[config.mk]
export PLATFORM = sky130hd
export DESIGN_NAME = pipe_adder
export DESIGN_NICKNAME = d
export VERILOG_FILES = /design/src/rtl/pipe_adder.sv
export SDC_FILE = /design/constraint.sdc
export NUM_CORES = 1
export LEC_CHECK = 0
export CAP_MARGIN = 20
export CORE_ASPECT_RATIO = 0.6
export CORE_MARGIN = 2
export CORE_UTILIZATION = 59
export CTS_BUF_LIST = sky130_fd_sc_hd__clkbuf_4
export DETAILED_ROUTE_END_ITERATION = 10
export PLACE_DENSITY = 0.83
export SYNTH_ARGS = -nofsm -noshare
export SYNTH_HDL_FRONTEND = slang
export SYNTH_SLANG_ARGS = --single-unit
[constraint.sdc]
create_clock -name clk -period 2.3 [get_ports clk]
set_input_delay 0.69 -clock clk [delete_from_list [all_inputs] [get_ports clk]]
set_output_delay 0.69 -clock clk [all_outputs]
set_load 0.02 [all_outputs]
[src/rtl/pipe_adder.sv]
// Pipelined ripple-carry adder: SEG carry bits resolved per stage, valid/ready with global-enable stall.
// Optional macro PIPE_ADDER_SAT_EN clamps sum to the signed range on overflow.
module pipe_adder #(
  parameter int unsigned WIDTH = 16,
  parameter int unsigned SEG   = 4
) (
  input  logic             clk,
  input  logic             rst_n,
  input  logic             in_valid,
  output logic             in_ready,
  input  logic [WIDTH-1:0] a,
  input  logic [WIDTH-1:0] b,
  input  logic             c_in,
  output logic             out_valid,
  input  logic             out_ready,
  output logic [WIDTH-1:0] sum,
  output logic             c_out,
  output logic             ovf
);

  localparam int unsigned STAGES = WIDTH / SEG;
  localparam int unsigned LAST   = STAGES - 1;
  localparam int unsigned MSB    = WIDTH - 1;
  localparam int unsigned SW     = SEG + 1;

  logic                adv;
  logic [STAGES-1:0]   vld_q;
  logic [STAGES-1:0]   cy_q;
  logic [WIDTH-1:0]    a_q   [STAGES];
  logic [WIDTH-1:0]    b_q   [STAGES];
  logic [WIDTH-1:0]    s_q   [STAGES];
  logic [WIDTH-1:0]    s_nxt [STAGES];
  logic [SEG:0]        seg_res [STAGES];
  logic [WIDTH-1:0]    raw_sum;
  logic [WIDTH-1:0]    sum_nxt;
  logic                ovf_nxt;

  assign adv      = !out_valid || out_ready;
  assign in_ready = adv;

  // Stage k resolves slice k using the carry registered into that stage
  always_comb begin
    for (int unsigned k = 0; k < STAGES; k++) begin
      seg_res[k] = SW'(a_q[k][k*SEG +: SEG]) + SW'(b_q[k][k*SEG +: SEG]) + SW'(cy_q[k]);
      s_nxt[k]   = s_q[k];
      s_nxt[k][k*SEG +: SEG] = seg_res[k][SEG-1:0];
    end
  end

  // Final-stage overflow detection and optional clamp
  always_comb begin
    raw_sum = s_nxt[LAST];
    ovf_nxt = (a_q[LAST][MSB] == b_q[LAST][MSB]) && (raw_sum[MSB] != a_q[LAST][MSB]);
    sum_nxt = raw_sum;
`ifdef PIPE_ADDER_SAT_EN
    if (ovf_nxt) begin
      sum_nxt = a_q[LAST][MSB] ? {1'b1, {(WIDTH-1){1'b0}}} : {1'b0, {(WIDTH-1){1'b1}}};
    end
`endif
  end

  always_ff @(posedge clk or negedge rst_n) begin
    if (!rst_n) begin
      vld_q     <= '0;
      cy_q      <= '0;
      for (int unsigned k = 0; k < STAGES; k++) begin
        a_q[k] <= '0;
        b_q[k] <= '0;
        s_q[k] <= '0;
      end
      out_valid <= 1'b0;
      sum       <= '0;
      c_out     <= 1'b0;
      ovf       <= 1'b0;
    end else if (adv) begin
      vld_q[0] <= in_valid;
      a_q[0]   <= a;
      b_q[0]   <= b;
      cy_q[0]  <= c_in;
      s_q[0]   <= '0;
      for (int unsigned k = 1; k < STAGES; k++) begin
        vld_q[k] <= vld_q[k-1];
        a_q[k]   <= a_q[k-1];
        b_q[k]   <= b_q[k-1];
        cy_q[k]  <= seg_res[k-1][SEG];
        s_q[k]   <= s_nxt[k-1];
      end
      out_valid <= vld_q[LAST];
      // Result registers only move on a real beat so they hold the last result across bubbles
      if (vld_q[LAST]) begin
        sum   <= sum_nxt;
        c_out <= seg_res[LAST][SEG];
        ovf   <= ovf_nxt;
      end
    end
  end

endmodule
==> results.json <==
{
  "viasPerCell": 5.06,
  "final_area_um2": 6360,
  "cts_hold_buf": 0,
  "post_cts_resized": 4,
  "netlist.area_leader.share": 0.598,
  "status": "finished, final reports clean",
  "cp_cell_sequence": "clkdlybuf4s50_1 -> nor2b_4 -> inv_4 -> buf_2",
  "hold_violations": 0,
  "die_area_um2": 10100,
  "drive_gt1_frac": 0.0846,
  "grt_max_degree": 68,
  "synthArstFlopShare": 1.00,
  "slew_viol_final": 0,
  "r2r_end": "c_out$_DFFE_PN0P_",
  "drtIter0Drc": 300,
  "power.density_nw_per_um2": 1330,
  "syn_inst": 569,
  "crit_required_ns": 1.61,
  "slew_headroom": 0.678,
  "first_global_vias": 3875,
  "power_leakage_nw": 3.29,
  "yosys_warnings": 0,
  "max_stage_delay_ns": 0.45,
  "cts_tree": "built",
  "cp.arrival_ns": 1.52,
  "worst_pin_slew_ns": 0.482,
  "grtUsageTotal": 0.233,
  "synth.area.top_cells": "dfrtp_1 (60%), nand2_1 (20%), fa_1 (2.9%), mux2_2 (2.9%), ha_1 (2.7%)",
  "ios": 57,
  "ys_types": 28,
  "antenna_cells": 0,
  "finalSetupViolCount": 0,
  "ff2ff_path_depth": 5,
  "critPathBufInv": 3,
  "switching_share": 0.378,
  "maxCapViolations": 0,
  "core_area_um2": 9090,
  "synth_top_cell_by_area": "dfrtp_1",
  "power_frac_clock": 0.154,
  "wire_per_inst_um": 13.6,
  "overflow": 0,
  "cts_root_buffer": "clkbuf_4",
  "fin_crit_ns": 2.21,
  "dp_cells": 724,
  "wl_mm": 10.3,
  "rows": 27,
  "rsz0062_at_grt": "no",
  "nNetsFinal": 684,
  "portBuffers": 56,
  "die_h_um": 78.6,
  "antenna_found_initial": 0,
  "start_kind": "input pin",
  "worst_path_max_delay_cell": "clkdlybuf4s50_1",
  "clk_pin_slew_ns": 0.10,
  "p_seq_frac": 0.462,
  "dp_hpwl_mm": 7.27,
  "grt_pass1_wl_mm": 18.0,
  "cp-startpoint": "out_ready",
  "gp_congestion": 0.793,
  "p_comb_frac": 0.384,
  "synth_ff_type": "dfrtp_1",
  "crit_fanout": 2,
  "clk_latency_ns": 0.52,
  "post_cts_buffers": 0,
  "die_x_um": 128,
  "rrSetupSlack_ns": 0.33,
  "ctsHtreeMaxLevel": 4,
  "ys_ff_latch": 131,
  "finalCoreUtilization": 0.700,
  "p_int_w": 0.00526,
  "post-route-period-util": 0.962,
  "end_kind": "primary output",
  "critical_path_depth": 4,
  "switchingPower_w": 0.00319,
  "cts.sinks": 131,
  "cts_buffers": 17,
  "clock_path_buffers": 2,
  "rr_startpoint": "cy_q[3]$_DFFE_PN0N_",
  "dpl_cell_area_um2": 6150,
  "endpoint": "in_ready",
  "drt_drc_violations_left": 0,
  "synthTopCellsByCount": "nand2_1 (296), dfrtp_1 (131), buf_2 (15), o21ai_0 (15), mux2_2 (14)",
  "hold_class": "in2async",
  "area.growth.synth_to_final_pct": 16.2,
  "yosysSeqAreaShare": 0.598,
  "synthesis.area_um2": 5480,
  "postRouteAntennaNets": 0,
  "fin_cells": 754,
  "synth-edff-count": 0,
  "clock_skew_ns": 0.0192,
  "worst_slack_ns": 0.0872,
  "cp_top_family": "buffers and inverters",
  "ir_drop_mv": 0.596,
  "drt_first_pass_iters": 4,
  "synth.avg_cell_area_um2": 9.63,
  "preCtsSetupSlack_ns": -0.317,
  "yosysMostFrequentCell": "nand2_1",
  "fmax_ghz": 0.452,
  "vias": 3817,
  "synth_nets": 626,
  "start_util": 0.603,
  "critical_path_class": "in2out"
}
-- cell families after synthesis --
group | Yosys count | share of synthesized area
flip-flops | 131 | 0.598
AO/OA/AOI/OAI | 40 | 0.0448
buffers and inverters | 40 | 0.0347
AND/OR/NAND/NOR | 318 | 0.226
multiplexers | 17 | 0.0343
XOR/XNOR | 3 | 0.00480
adder cells (fa/ha/maj) | 20 | 0.0566
-- flip-flops by register name, summed over array words and instances, names as in the netlist --
signal,cells
a_q,40
b_q,40
sum,16
raw_sum,12
s_nxt,12
cy_q,4
vld_q,4
c_out,1
out_valid,1
ovf,1
-- final cells by class --
| cell class | instances | area (um2) |
|---|---|---|
| clock buffers | 20 | 150 |
| clock inverters | 10 | 68.8 |
| fillers | 688 | 2720 |
| inverters | 14 | 55.1 |
| multi-input cells | 398 | 2010 |
| flip-flops and latches | 131 | 3280 |
| well taps | 116 | 145 |
| repair buffers | 65 | 658 |
-- per-layer routing --
metal | up-vias | GRT usage | share of wire
met3 | 9 | 0.0620 | 0.055
met5 | - | 0 | 0
met4 | 0 | 0.0769 | 0.010
li1 | 1905 | - | -
met2 | 88 | 0.353 | 0.46
met1 | 1815 | 0.331 | 0.48
-- power groups by stage --
| stage | combinational, W | sequential (W) | clock [W] |
|---|---|---|---|
| floorplan | 0.00213 | 0.00397 | 0 |
| global placement | 0.00308 | 0.00389 | 0 |
| detailed placement | 0.00327 | 0.00396 | 0 |
| CTS | 0.00328 | 0.00391 | 0.00132 |
| global route | 0.00371 | 0.00403 | 0.00142 |
| finish | 0.00325 | 0.00391 | 0.00130 |
-- layout by cell type, fill, tap and decap left out --
master,instances
mux2_2,14
nor2_1,8
buf_4,7
a211oi_1,2
ha_1,12
bufinv_16,1
or4_1,3
dfrtp_1,131
a21oi_1,12
xnor2_1,2
o31ai_1,1
inv_4,1
inv_1,13
nand3_1,4
fa_1,8
nand2_1,296
o2111ai_1,3
buf_2,1
clkinv_2,4
mux2i_1,3
clkbuf_4,20
a21o_1,4
clkdlybuf4s50_1,54
xor2_1,1
a21boi_0,2
o21ai_0,15
nor2b_1,5
o41ai_2,1
nand2_4,1
nor2b_4,1
buf_12,3
clkinv_1,5
-- worst min path at each step --
stage,slack [ns],end,start
6_report,0.08,b_q[28]$_DFFE_PN0N_,rst_n
5_1_grt,0.06,b_q[28]$_DFFE_PN0N_,rst_n
4_1_cts,0.06,b_q[44]$_DFFE_PN0N_,rst_n
3_5_place_dp,0.45,a_q[40]$_DFFE_PN0N_,a_q[56]$_DFFE_PN0N_
3_3_place_gp,0.45,a_q[60]$_DFFE_PN0N_,a_q[60]$_DFFE_PN0N_
2_1_floorplan,0.39,a_q[12]$_DFFE_PN0N_,rst_n
-- through the flow --
stage          TNS (ns)  hold slack, ns  total power, W
6_report              0          0.0836         0.00846
5_1_grt               0          0.0593         0.00916
4_1_cts               0          0.0562         0.00851
3_5_place_dp      -5.98           0.454         0.00722
3_3_place_gp      -5.07           0.449         0.00697
2_1_floorplan         0           0.394         0.00610
-- worst register-to-register path, delay by kind of cell (launching register included) --
kind / cells / cell delay, ns
DFF: 1 / 0.42
adders and majority gates: 2 / 0.99
AOI/OAI and AO/OA: 3 / 0.44
Power figures use the tool's default switching activity.
